## src/rtl/pixel_plot_sink.sv

```systemverilog
// Plot-request sink for the 160x120 VGA framebuffer: buffers (x, y, colour)
// requests, drops off-screen ones, and drives the adapter plot port; also runs full-screen clears.
module pixel_plot_sink #(
  parameter int X_MAX      = 160,
  parameter int Y_MAX      = 120,
  parameter int COLOUR_W   = 3,
  parameter int FIFO_DEPTH = 4
) (
  input  logic                clock,
  input  logic                reset,
  input  logic                in_valid,
  output logic                in_ready,
  input  logic [7:0]          in_x,
  input  logic [6:0]          in_y,
  input  logic [COLOUR_W-1:0] in_colour,
  input  logic                clear_req,
  input  logic [COLOUR_W-1:0] clear_colour,
  output logic [7:0]          vga_x,
  output logic [6:0]          vga_y,
  output logic [COLOUR_W-1:0] vga_colour,
  output logic                vga_plot,
  output logic                busy,
  output logic [7:0]          clip_count,
  output logic [1:0]          state_dbg
);

  // Handshake: a request transfers on a rising edge with in_valid & in_ready;
  // in_ready depends only on registered state, never on in_valid.

  typedef enum logic [1:0] {RUN = 2'd0, CLR_WAIT = 2'd1, CLEAR = 2'd2} state_t;

  localparam int PW = (FIFO_DEPTH > 1) ? $clog2(FIFO_DEPTH) : 1;
  localparam int CW = $clog2(FIFO_DEPTH) + 1;
  localparam int EW = 8 + 7 + COLOUR_W;
  localparam logic [7:0]    X_LAST = 8'(X_MAX - 1);
  localparam logic [6:0]    Y_LAST = 7'(Y_MAX - 1);
  localparam logic [PW-1:0] P_LAST = PW'(FIFO_DEPTH - 1);
  localparam logic [CW-1:0] C_FULL = CW'(FIFO_DEPTH);

  state_t                state_q, state_d;
  logic [EW-1:0]         mem_q [FIFO_DEPTH];
  logic [EW-1:0]         mem_d [FIFO_DEPTH];
  logic [PW-1:0]         wr_ptr_q, wr_ptr_d, rd_ptr_q, rd_ptr_d;
  logic [CW-1:0]         count_q, count_d;
  logic [7:0]            vga_x_q, vga_x_d;
  logic [6:0]            vga_y_q, vga_y_d;
  logic [COLOUR_W-1:0]   vga_colour_q, vga_colour_d;
  logic                  vga_plot_q, vga_plot_d;
  logic [7:0]            clip_count_q, clip_count_d;
  logic [7:0]            clr_x_q, clr_x_d;
  logic [6:0]            clr_y_q, clr_y_d;
  logic [COLOUR_W-1:0]   clr_colour_q, clr_colour_d;

  logic          accept, on_screen, push, pop;
  logic [EW-1:0] head;

  always_comb begin
    in_ready  = (state_q == RUN) && (count_q != C_FULL);
    accept    = in_valid && in_ready;
    on_screen = (in_x <= X_LAST) && (in_y <= Y_LAST);
    push      = accept && on_screen;
    pop       = (state_q != CLEAR) && (count_q != '0);
    head      = mem_q[rd_ptr_q];
  end

  always_comb begin
    mem_d        = mem_q;
    wr_ptr_d     = wr_ptr_q;
    rd_ptr_d     = rd_ptr_q;
    count_d      = count_q;
    clip_count_d = clip_count_q;

    if (push) begin
      mem_d[wr_ptr_q] = {in_x, in_y, in_colour};
      wr_ptr_d        = (wr_ptr_q == P_LAST) ? '0 : wr_ptr_q + PW'(1);
    end
    if (pop) begin
      rd_ptr_d = (rd_ptr_q == P_LAST) ? '0 : rd_ptr_q + PW'(1);
    end
    if (push && !pop) begin
      count_d = count_q + CW'(1);
    end else if (pop && !push) begin
      count_d = count_q - CW'(1);
    end

    if (accept && !on_screen && (clip_count_q != 8'hFF)) begin
      clip_count_d = clip_count_q + 8'd1;
    end
  end

  always_comb begin
    state_d      = state_q;
    vga_x_d      = vga_x_q;
    vga_y_d      = vga_y_q;
    vga_colour_d = vga_colour_q;
    vga_plot_d   = 1'b0;
    clr_x_d      = clr_x_q;
    clr_y_d      = clr_y_q;
    clr_colour_d = clr_colour_q;

    if (pop) begin
      {vga_x_d, vga_y_d, vga_colour_d} = head;
      vga_plot_d = 1'b1;
    end

    case (state_q)
      RUN: begin
        if (clear_req) begin
          state_d      = CLR_WAIT;
          clr_colour_d = clear_colour;
        end
      end
      CLR_WAIT: begin
        // Nothing can be pushed here, so at most one entry means empty after this edge.
        if (count_q <= CW'(1)) begin
          state_d = CLEAR;
          clr_x_d = '0;
          clr_y_d = '0;
        end
      end
      CLEAR: begin
        vga_x_d      = clr_x_q;
        vga_y_d      = clr_y_q;
        vga_colour_d = clr_colour_q;
        vga_plot_d   = 1'b1;
        if (clr_x_q == X_LAST) begin
          clr_x_d = '0;
          if (clr_y_q == Y_LAST) begin
            clr_y_d = '0;
            state_d = RUN;
          end else begin
            clr_y_d = clr_y_q + 7'd1;
          end
        end else begin
          clr_x_d = clr_x_q + 8'd1;
        end
      end
      default: state_d = RUN;
    endcase
  end

  always_ff @(posedge clock or posedge reset) begin
    if (reset) begin
      state_q      <= RUN;
      for (int i = 0; i < FIFO_DEPTH; i++) mem_q[i] <= '0;
      wr_ptr_q     <= '0;
      rd_ptr_q     <= '0;
      count_q      <= '0;
      vga_x_q      <= '0;
      vga_y_q      <= '0;
      vga_colour_q <= '0;
      vga_plot_q   <= 1'b0;
      clip_count_q <= '0;
      clr_x_q      <= '0;
      clr_y_q      <= '0;
      clr_colour_q <= '0;
    end else begin
      state_q      <= state_d;
      mem_q        <= mem_d;
      wr_ptr_q     <= wr_ptr_d;
      rd_ptr_q     <= rd_ptr_d;
      count_q      <= count_d;
      vga_x_q      <= vga_x_d;
      vga_y_q      <= vga_y_d;
      vga_colour_q <= vga_colour_d;
      vga_plot_q   <= vga_plot_d;
      clip_count_q <= clip_count_d;
      clr_x_q      <= clr_x_d;
      clr_y_q      <= clr_y_d;
      clr_colour_q <= clr_colour_d;
    end
  end

  assign vga_x      = vga_x_q;
  assign vga_y      = vga_y_q;
  assign vga_colour = vga_colour_q;
  assign vga_plot   = vga_plot_q;
  assign clip_count = clip_count_q;
  assign busy       = (state_q != RUN) || (count_q != '0);
  assign state_dbg  = state_q;

endmodule

```

## config.mk

```make
export PLATFORM = sky130hd
export DESIGN_NAME = pixel_plot_sink
export DESIGN_NICKNAME = d
export VERILOG_FILES = /design/src/rtl/pixel_plot_sink.sv
export SDC_FILE = /design/constraint.sdc
export NUM_CORES = 1
export LEC_CHECK = 0
export BUFFER_PORTS_ARGS = -buffer_cell sky130_fd_sc_hd__buf_4
export CORE_ASPECT_RATIO = 0.75
export CORE_MARGIN = 8
export CORE_UTILIZATION = 40
export DETAILED_ROUTE_END_ITERATION = 8
export PLACE_DENSITY = 0.64
export SLEW_MARGIN = 10
export SYNTH_ARGS = -nofsm -noshare
export SYNTH_HDL_FRONTEND = slang
export SYNTH_SLANG_ARGS = --single-unit
```

## constraint.sdc

```tcl
create_clock -name clock -period 5.91 [get_ports clock]
set_input_delay 0.591 -clock clock [delete_from_list [all_inputs] [get_ports clock]]
set_output_delay 0.591 -clock clock [all_outputs]
set_load 0.01 [all_outputs]
```

==> metrics.md, run 1 <==
| Metric | Value |
|---|---|
| Clock Pin Slew Worst Setup and Hold Paths | `roughly 0.060 ns` |
| Final Max Slew Viols | `0` |
| Hpwl dp | `~9000 um` |
| Final Skew | `around 0.0076 ns` |
| Count of cell types in the netlist | `53` |
| Post-Layout Cell Count | `around 730` |
| Post-synth top flop | `dfrtp_1` |
| F_max | `~360 MHz` |
| Mapped Nets | `approximately 500` |
| Area leader, netlist | `dfrtp_1` |
| Placement Rows | `38` |
| Sum Neg Setup Slack | `0 ns` |
| YS warnings | `0` |
| Clock Sinks | `~130` |
| Vias per cell | `5.30` |
| Worst min path class | `in -> async` |
| Sequential-to-total area share from yosys stat | `53.4%` |
| Commonest non-fill, non-tap cell in the layout | `dfrtp_1` |
| Worst EP arrival | `around 2.2 ns` |
| CORE AREA | `between 0.01 and 0.015 sq mm` |
| Proportion of layout cells with a drive suffix above 1 | `between 30% and 40%` |
| Seq cells post-synth | `about 130` |
| Tot GR Track Use | `15.2%` |
| Crit-path cells | `inv_1 -> ha_1 -> nand2b_1 -> or3_1 -> buf_4` |
| CTS tree | `built` |
| Fin. Hold Viols | `0` |
| Drt pass-1 iters | `4` |
| Async SR Flop Fraction | `100%` |
| Most frequent cells in the layout | `126 x dfrtp_1, 78 x mux2_2, 59 x buf_4, 38 x a21oi_1, 35 x nand2_1` |
| Critical path's top delay family | `simple AND/OR/NAND/NOR gates` |
| Clock Path Buffers | `2` |
| Post-DRT Antenna Nets | `0` |
| CP bufs+invs | `2` |
| Leak | `between 3 and 4 nW` |
| Max_slew headroom | `30.2%` |
| Synth top area cells | `dfrtp_1 53%, mux2_2 15%, mux4_2 6.9%, a21oi_1 3.2%, ha_1 2.8%` |
| P&R area growth vs syn | `20.5%` |
| Pin count of the biggest net entering global routing | `70` |
| Htree depth | `4` |
| Max VDD drop | `between 0.3 and 0.4 mV` |
| First-pass GRT wire length | `22300 um` |
| Critical path class | `reg -> out` |
| Initial Utilization | `40.9%` |
| Drt initial violations | `290` |
| Post-CTS Setup Inserts | `0` |
| Routed WL per cell | `around 18 um` |
| Io pins | `56` |
| Critical path startpoint category | `register` |
| Slew at the pin closest to its max-slew limit | `1.05 ns` |
| Critical-path maximum fanout | `20` |
| Clock root buffer | `clkbuf_16` |
| Post-cts resize count | `0` |
| Max-Cap Viols | `0` |
| Routability cong. | `~0.79` |
| Horiz. Die Dim | `between 150 and 200 um` |
| EDFF count, synth | `0` |
| Power, Total | `between 0.003 and 0.004 W` |
| Via count | `approximately 3900` |
| Cells after Synth | `457` |
| WL final | `approximately 13000 um` |
| PD cells | `~470 mW/mm^2` |
| # diodes | `0` |
| Fin nets | `553` |
| Req. time, crit path | `roughly 5.3 ns` |
| CP max stage cell | `or3_1` |
| Syn avg cell area | `approximately 13 sq um` |
| GRT overflow | `0` |
| Period Utilization, post-route | `around 47%` |
| Fill cell count | `approximately 1300` |
| DRC viols | `0` |
| Port buffer count | `55` |
| CP peak stage delay | `~0.47 ns` |
| Fin crit period | `2.80 ns` |
| Setup violations, final | `0` |
| Unrepaired setup endpoints after global routing | `no` |
| CP endpoint kind | `output port` |
| Vias in the first global route | `between 4000 and 5000` |
| Top cell type's share of synthesized area | `between 50% and 60%` |
| Outcome | `finished clean` |
| Number of instances in the placed design | `around 700` |
| Antenna violations before repair | `0` |
| CTS Hold Bufs | `0` |
| Die height | `about 120 um` |
| Worst-Skew Late Latency | `0.41 ns` |
| Die Area | `0.0189 sq mm` |
| Post-Syn Area | `0.00590 sq mm` |
| Clock buffer count from CTS | `17` |
[synth_stat cells, drive strengths merged (2+ instances only)]
library cell,number
mux2,78
a22oi,2
buf,12
xor2,6
o21ai,14
a21oi,39
nor4,2
dfrtp,126
nand2b,3
xnor2,4
nor2,30
nor3,4
nor3b,3
nand4,3
o31ai,3
o21a,2
a22o,2
o2bb2ai,2
inv,10
or3,2
mux4,18
and2,2
ha,13
nand2,39
a31oi,3
clkbuf,8
nand3,8
[routing by layer]
layer | track usage (%) | part of all wire [%] | up-vias
met2 | 23.0 | 47 | 95
met1 | 20.2 | 47 | 1978
li1 | - | - | 1772
met4 | 5.03 | 1.4 | 0
met3 | 4.77 | 4.8 | 15
met5 | 0 | 0 | -
[power breakdown]
part / switching [W] / total [W] / internal (W)
clock network: 0.000393 / 0.00115 / 0.000760
registers: 0.000218 / 0.00137 / 0.00116
logic: 0.000389 / 0.000850 / 0.000461
total: 0.00100 / 0.00338 / 0.00238
[logic make-up (layout without fill, tap and decap cells)]
group / count (synthesis) / in the layout / synth area share (%)
AND/OR/NAND/NOR: 104 / 104 / 9.35
XOR/XNOR: 10 / 10 / 1.48
multiplexers: 97 / 97 / 21.9
AO/OA/AOI/OAI: 77 / 77 / 8.14
flip-flops: 126 / 126 / 53.4
buffers and inverters: 30 / 101 / 2.97
adder cells (fa/ha/maj): 13 / 13 / 2.75
[sequential cells by signal, summed over array words and instances, names as in the netlist]
name          flops
clip_count        8
clr_colour_q      3
clr_x_q           8
clr_y_q           7
count_q           3
mem_q            72
rd_ptr_q          2
state_dbg         2
vga_colour        3
vga_plot          1
vga_x             8
vga_y             7
wr_ptr_q          2
[through the flow]
| stage | util, % | hold slack (ns) | instance area, sq um | setup WS, ns |
|---|---|---|---|---|
| floorplan | - | 0.474 | 5900 | 1.96 |
| global placement | 44.7 | 0.481 | 6460 | 3.51 |
| detailed placement | 44.7 | 0.488 | 6460 | 3.45 |
| CTS | 49.2 | 0.392 | 7120 | 3.08 |
| global route | 49.2 | 0.411 | 7120 | 2.93 |
| finish | 49.2 | 0.347 | 7120 | 3.11 |
[worst paths after layout]
kind	from	endpoint	slack, ns	cells past startpoint
setup / recovery	count_q[0]$_DFFE_PP0P_	busy	3.11	5
hold / removal	reset	vga_plot$_DFF_PP0_	0.35	2
setup reg to reg	count_q[0]$_DFFE_PP0P_	count_q[2]$_DFFE_PP0P_	3.40	8
hold reg to reg	mem_q[28]$_DFFE_PP0P_	mem_q[28]$_DFFE_PP0P_	0.50	1
max in group asynchronous	reset	mem_q[14]$_DFFE_PP0P_	4.31	3
min in group clock	clear_colour[0]	clr_colour_q[0]$_DFFE_PP0P_	0.42	2
[cell type report]
class,instances,area [sq um],share of cell area [%]
inverter,10,40.0,0.563
timing repair buffer,59,443,6.22
clock inverter,14,215,3.02
multi-input combinational,301,2580,36.2
tap,200,250,3.52
sequential,126,3150,44.3
clock buffer,18,439,6.17
Power figures use the tool's default switching activity.
==> inputs of run 2 (changes only) <==
--- a/config.mk
+++ b/config.mk
@@ -10,7 +10,7 @@
 export CORE_MARGIN = 8
 export CORE_UTILIZATION = 40
 export DETAILED_ROUTE_END_ITERATION = 8
-export PLACE_DENSITY = 0.64
+export PLACE_DENSITY = 0.66
 export SLEW_MARGIN = 10
 export SYNTH_ARGS = -nofsm -noshare
 export SYNTH_HDL_FRONTEND = slang
==> constraint.sdc (replaced) <==
create_clock -name clock -period 2.3 [get_ports clock]
set_input_delay 0.23 -clock clock [delete_from_list [all_inputs] [get_ports clock]]
set_output_delay 0.23 -clock clock [all_outputs]
set_load 0.01 [all_outputs]
==> run 2 against run 1 <==
The flow now finishes with violations (negative hold slack). Combinational power rose to 2.7 times the previous value. Die area did not move. Via count fell by 0.47%. Worst setup slack got worse by 3.0 ns. Cell area rose by 0.62%. Final cell count rose by 1.2%. Critical path depth rose by 1. Clock skew barely moved. Utilization rose by 0.30 points.
==> metrics.md, run 2 (synthesis results as in run 1) <==
| Metric | Value |
|---|---|
| Outcome | `finished with violations (was finished clean)` |
| Failing checks | `negative hold slack` |
| Clock Path Buffers | `2 (unchanged)` |
| CTS tree | `built (unchanged)` |
| Worst EP arrival | `1.94 ns (was 2.21 ns)` |
| Psw | `0.00246 W (was 0.00100 W)` |
| Routability cong. | `0.802 (was 0.793)` |
| Placement Rows | `38 (unchanged)` |
| Max VDD drop | `0.581 mV (was 0.303 mV)` |
| Hpwl dp | `8970 um (was 9030 um)` |
| CP peak stage delay | `0.44 ns (was 0.47 ns)` |
| Proportion of layout cells with a drive suffix above 1 | `37.6% (was 37.5%)` |
| Worst-Skew Late Latency | `0.42 ns (was 0.41 ns)` |
| PD cells | `1180 mW/mm^2 (was 474 mW/mm^2)` |
| Number of instances in the placed design | `704 (was 696)` |
| First-pass GRT wire length | `21500 um (was 22300 um)` |
| Max-Cap Viols | `0 (unchanged)` |
| Io pins | `56 (unchanged)` |
| CORE AREA | `0.0145 sq mm (unchanged)` |
| Horiz. Die Dim | `156 um (unchanged)` |
| Comb power frac | `26.7% (was 25.2%)` |
| Clock root buffer | `clkbuf_16 (unchanged)` |
| Clock buffer count from CTS | `17 (unchanged)` |
| Post-cts resize count | `0 (unchanged)` |
| Power, Total | `0.00846 W (was 0.00338 W)` |
| Drt initial violations | `275 (was 290)` |
| Initial Utilization | `40.9% (unchanged)` |
| # diodes | `0 (unchanged)` |
| Htree depth | `4 (unchanged)` |
| GRT overflow | `0 (unchanged)` |
| Clock Sinks | `126 (unchanged)` |
| Critical path class | `reg -> out (unchanged)` |
| Die Area | `0.0189 sq mm (unchanged)` |
| Fin nets | `562 (was 553)` |
| Setup violations, final | `0 (unchanged)` |
| Fin. Hold Viols | `3 (was 0)` |
| Cell mode on critical path | `buf_4` |
| Leak | `3.34 nW (was 3.32 nW)` |
| F_max | `between 400 and 500 MHz` |
| Vias in the first global route | `4030 (was 4070)` |
| Sequential share of power | `41.0% (was 40.7%)` |
| Clock network power share | `32.3% (was 34.1%)` |
| Post-DRT Antenna Nets | `0 (unchanged)` |
| P&R area growth vs syn | `21.3% (was 20.5%)` |
| Antenna violations before repair | `0 (unchanged)` |
| P_int | `0.00600 W (was 0.00238 W)` |
| Commonest non-fill, non-tap cell in the layout | `dfrtp_1 (unchanged)` |
| Slew at the pin closest to its max-slew limit | `0.685 ns (was 1.05 ns)` |
| Drt pass-1 iters | `5 (was 4)` |
| Worst Hold Margin | `-0.00437 ns (was 0.347 ns)` |
| Via count | `3842 (was 3860)` |
| Period Utilization, post-route | `94.5%` |
| Final Max Slew Viols | `0 (unchanged)` |
| Placed cell area | `0.00655 sq mm (was 0.00646 sq mm)` |
| Critical path's top delay family | `flip-flops (was simple AND/OR/NAND/NOR gates)` |
| Routed WL per cell | `17.8 um (was 18.4 um)` |
| CP max stage cell | `dfrtp_1 (was or3_1)` |
| Port buffer count | `55 (unchanged)` |
| DRC viols | `0 (unchanged)` |
| Crit-path cells | `inv_1 -> ha_1 -> nand2b_1 -> buf_4 -> or3_1 -> buf_4 (was inv_1 -> ha_1 -> nand2b_1 -> or3_1 -> buf_4)` |
| Pin count of the biggest net entering global routing | `127 (was 70)` |
| Critical-path maximum fanout | `9 (was 20)` |
| Critical path startpoint category | `register (unchanged)` |
| Worst min path class | `in -> async (unchanged)` |
| Die height | `121 um (unchanged)` |
| WL final | `13100 um (was 13400 um)` |
| Max reg flops | `72 (unchanged)` |
| Final Skew | `0.00751 ns (was 0.00759 ns)` |
| CP endpoint kind | `output port (unchanged)` |
| Clock Pin Slew Worst Setup and Hold Paths | `0.05 ns (was 0.06 ns)` |
| CP bufs+invs | `3 (was 2)` |
| Max_slew headroom | `54.2% (was 30.2%)` |
| Tot GR Track Use | `14.8% (was 15.2%)` |
| Most frequent cells in the layout | `126 x dfrtp_1, 78 x mux2_2, 66 x buf_4, 38 x a21oi_1, 35 x nand2_1 (was 126 x dfrtp_1, 78 x mux2_2, 59 x buf_4, 38 x a21oi_1, 35 x nand2_1)` |
| Unrepaired setup endpoints after global routing | `no (unchanged)` |
| Vias per cell | `5.21 (was 5.30)` |
| Sum Neg Setup Slack | `0 ns (unchanged)` |
| Sw Share | `29.0% (was 29.6%)` |
| Post-Layout Cell Count | `737 (was 728)` |
| Req. time, crit path | `2.07 ns (was 5.32 ns)` |
| Fin crit period | `between 2 and 2.5 ns` |
| Design Area, Final | `0.00716 sq mm (was 0.00712 sq mm)` |
| Largest Register | `mem_q (unchanged)` |
[run 2: power groups by stage]
| stage | Clock [W] | Sequential [W] | Combinational [W] |
|---|---|---|---|
| after floorplan | 0 | 0.00337 | 0.00163 |
| after detailed placement | 0 | 0.00350 | 0.00229 |
| final | 0.00273 | 0.00347 | 0.00226 |
| after CTS | 0.00279 | 0.00347 | 0.00230 |
| after global routing | 0.00290 | 0.00358 | 0.00248 |
| after global placement | 0 | 0.00344 | 0.00221 |
[run 2: layout make-up]
cell class / count / area, sq um
Fill cell: 1263 / 7290
Sequential cell: 126 / 3150
Multi-Input combinational cell: 301 / 2580
Timing Repair Buffer: 68 / 536
Clock buffer: 26 / 499
Tap cell: 200 / 250
Clock inverter: 6 / 105
Inverter: 10 / 41.3
[run 2: metrics by stage]
| stage | util, % | setup slack (ns) |
|---|---|---|
| global route | 49.5 | 0.0211 |
| global placement | 45.3 | 0.132 |
| CTS | 49.5 | 0.00957 |
| finish | 49.5 | 0.127 |
| floorplan | - | 0.162 |
| detailed placement | 45.3 | 0.0304 |
[run 2: path summary, 6_finish.rpt]
check                                  startpoint                           to  slack (ns)  cells after the start
setup reg to reg           count_q[0]$_DFFE_PP0P_        mem_q[43]$_DFFE_PP0P_        0.13                      7
max in group asynchronous                   reset        mem_q[11]$_DFFE_PP0P_        1.78                      3
hold / removal                              reset       clr_x_q[2]$_DFFE_PP0P_      -0.004                      3
setup / recovery           count_q[0]$_DFFE_PP0P_                         busy        0.13                      6
min in group clock                clear_colour[1]  clr_colour_q[1]$_DFFE_PP0P_        0.05                      2
hold reg to reg             mem_q[29]$_DFFE_PP0P_        mem_q[29]$_DFFE_PP0P_        0.50                      1
[run 2: metal layers]
metal	global-route usage, %	wire (um)	vias to the layer above
met3	4.31	683	22
li1	-	-	1796
met4	6.77	286	0
met5	0	0	-
met1	18.9	5970	1943
met2	23.1	6200	81
[run 2: worst reg2reg max path: stages (launching register included)]
cell and delay (ns):
dfrtp_1 0.44, inv_1 0.10, ha_1 0.26, a211oi_4 0.29
and4bb_2 0.32, buf_12 0.17, nand2_8 0.15, mux2_2 0.33
[run 2: repair_timing]
item	4_1_cts	5_1_grt
endpoints found under the hold margin	0	0
hold buffers	0	0
endpoints found under the setup margin	0	2
setup buffers	0	1
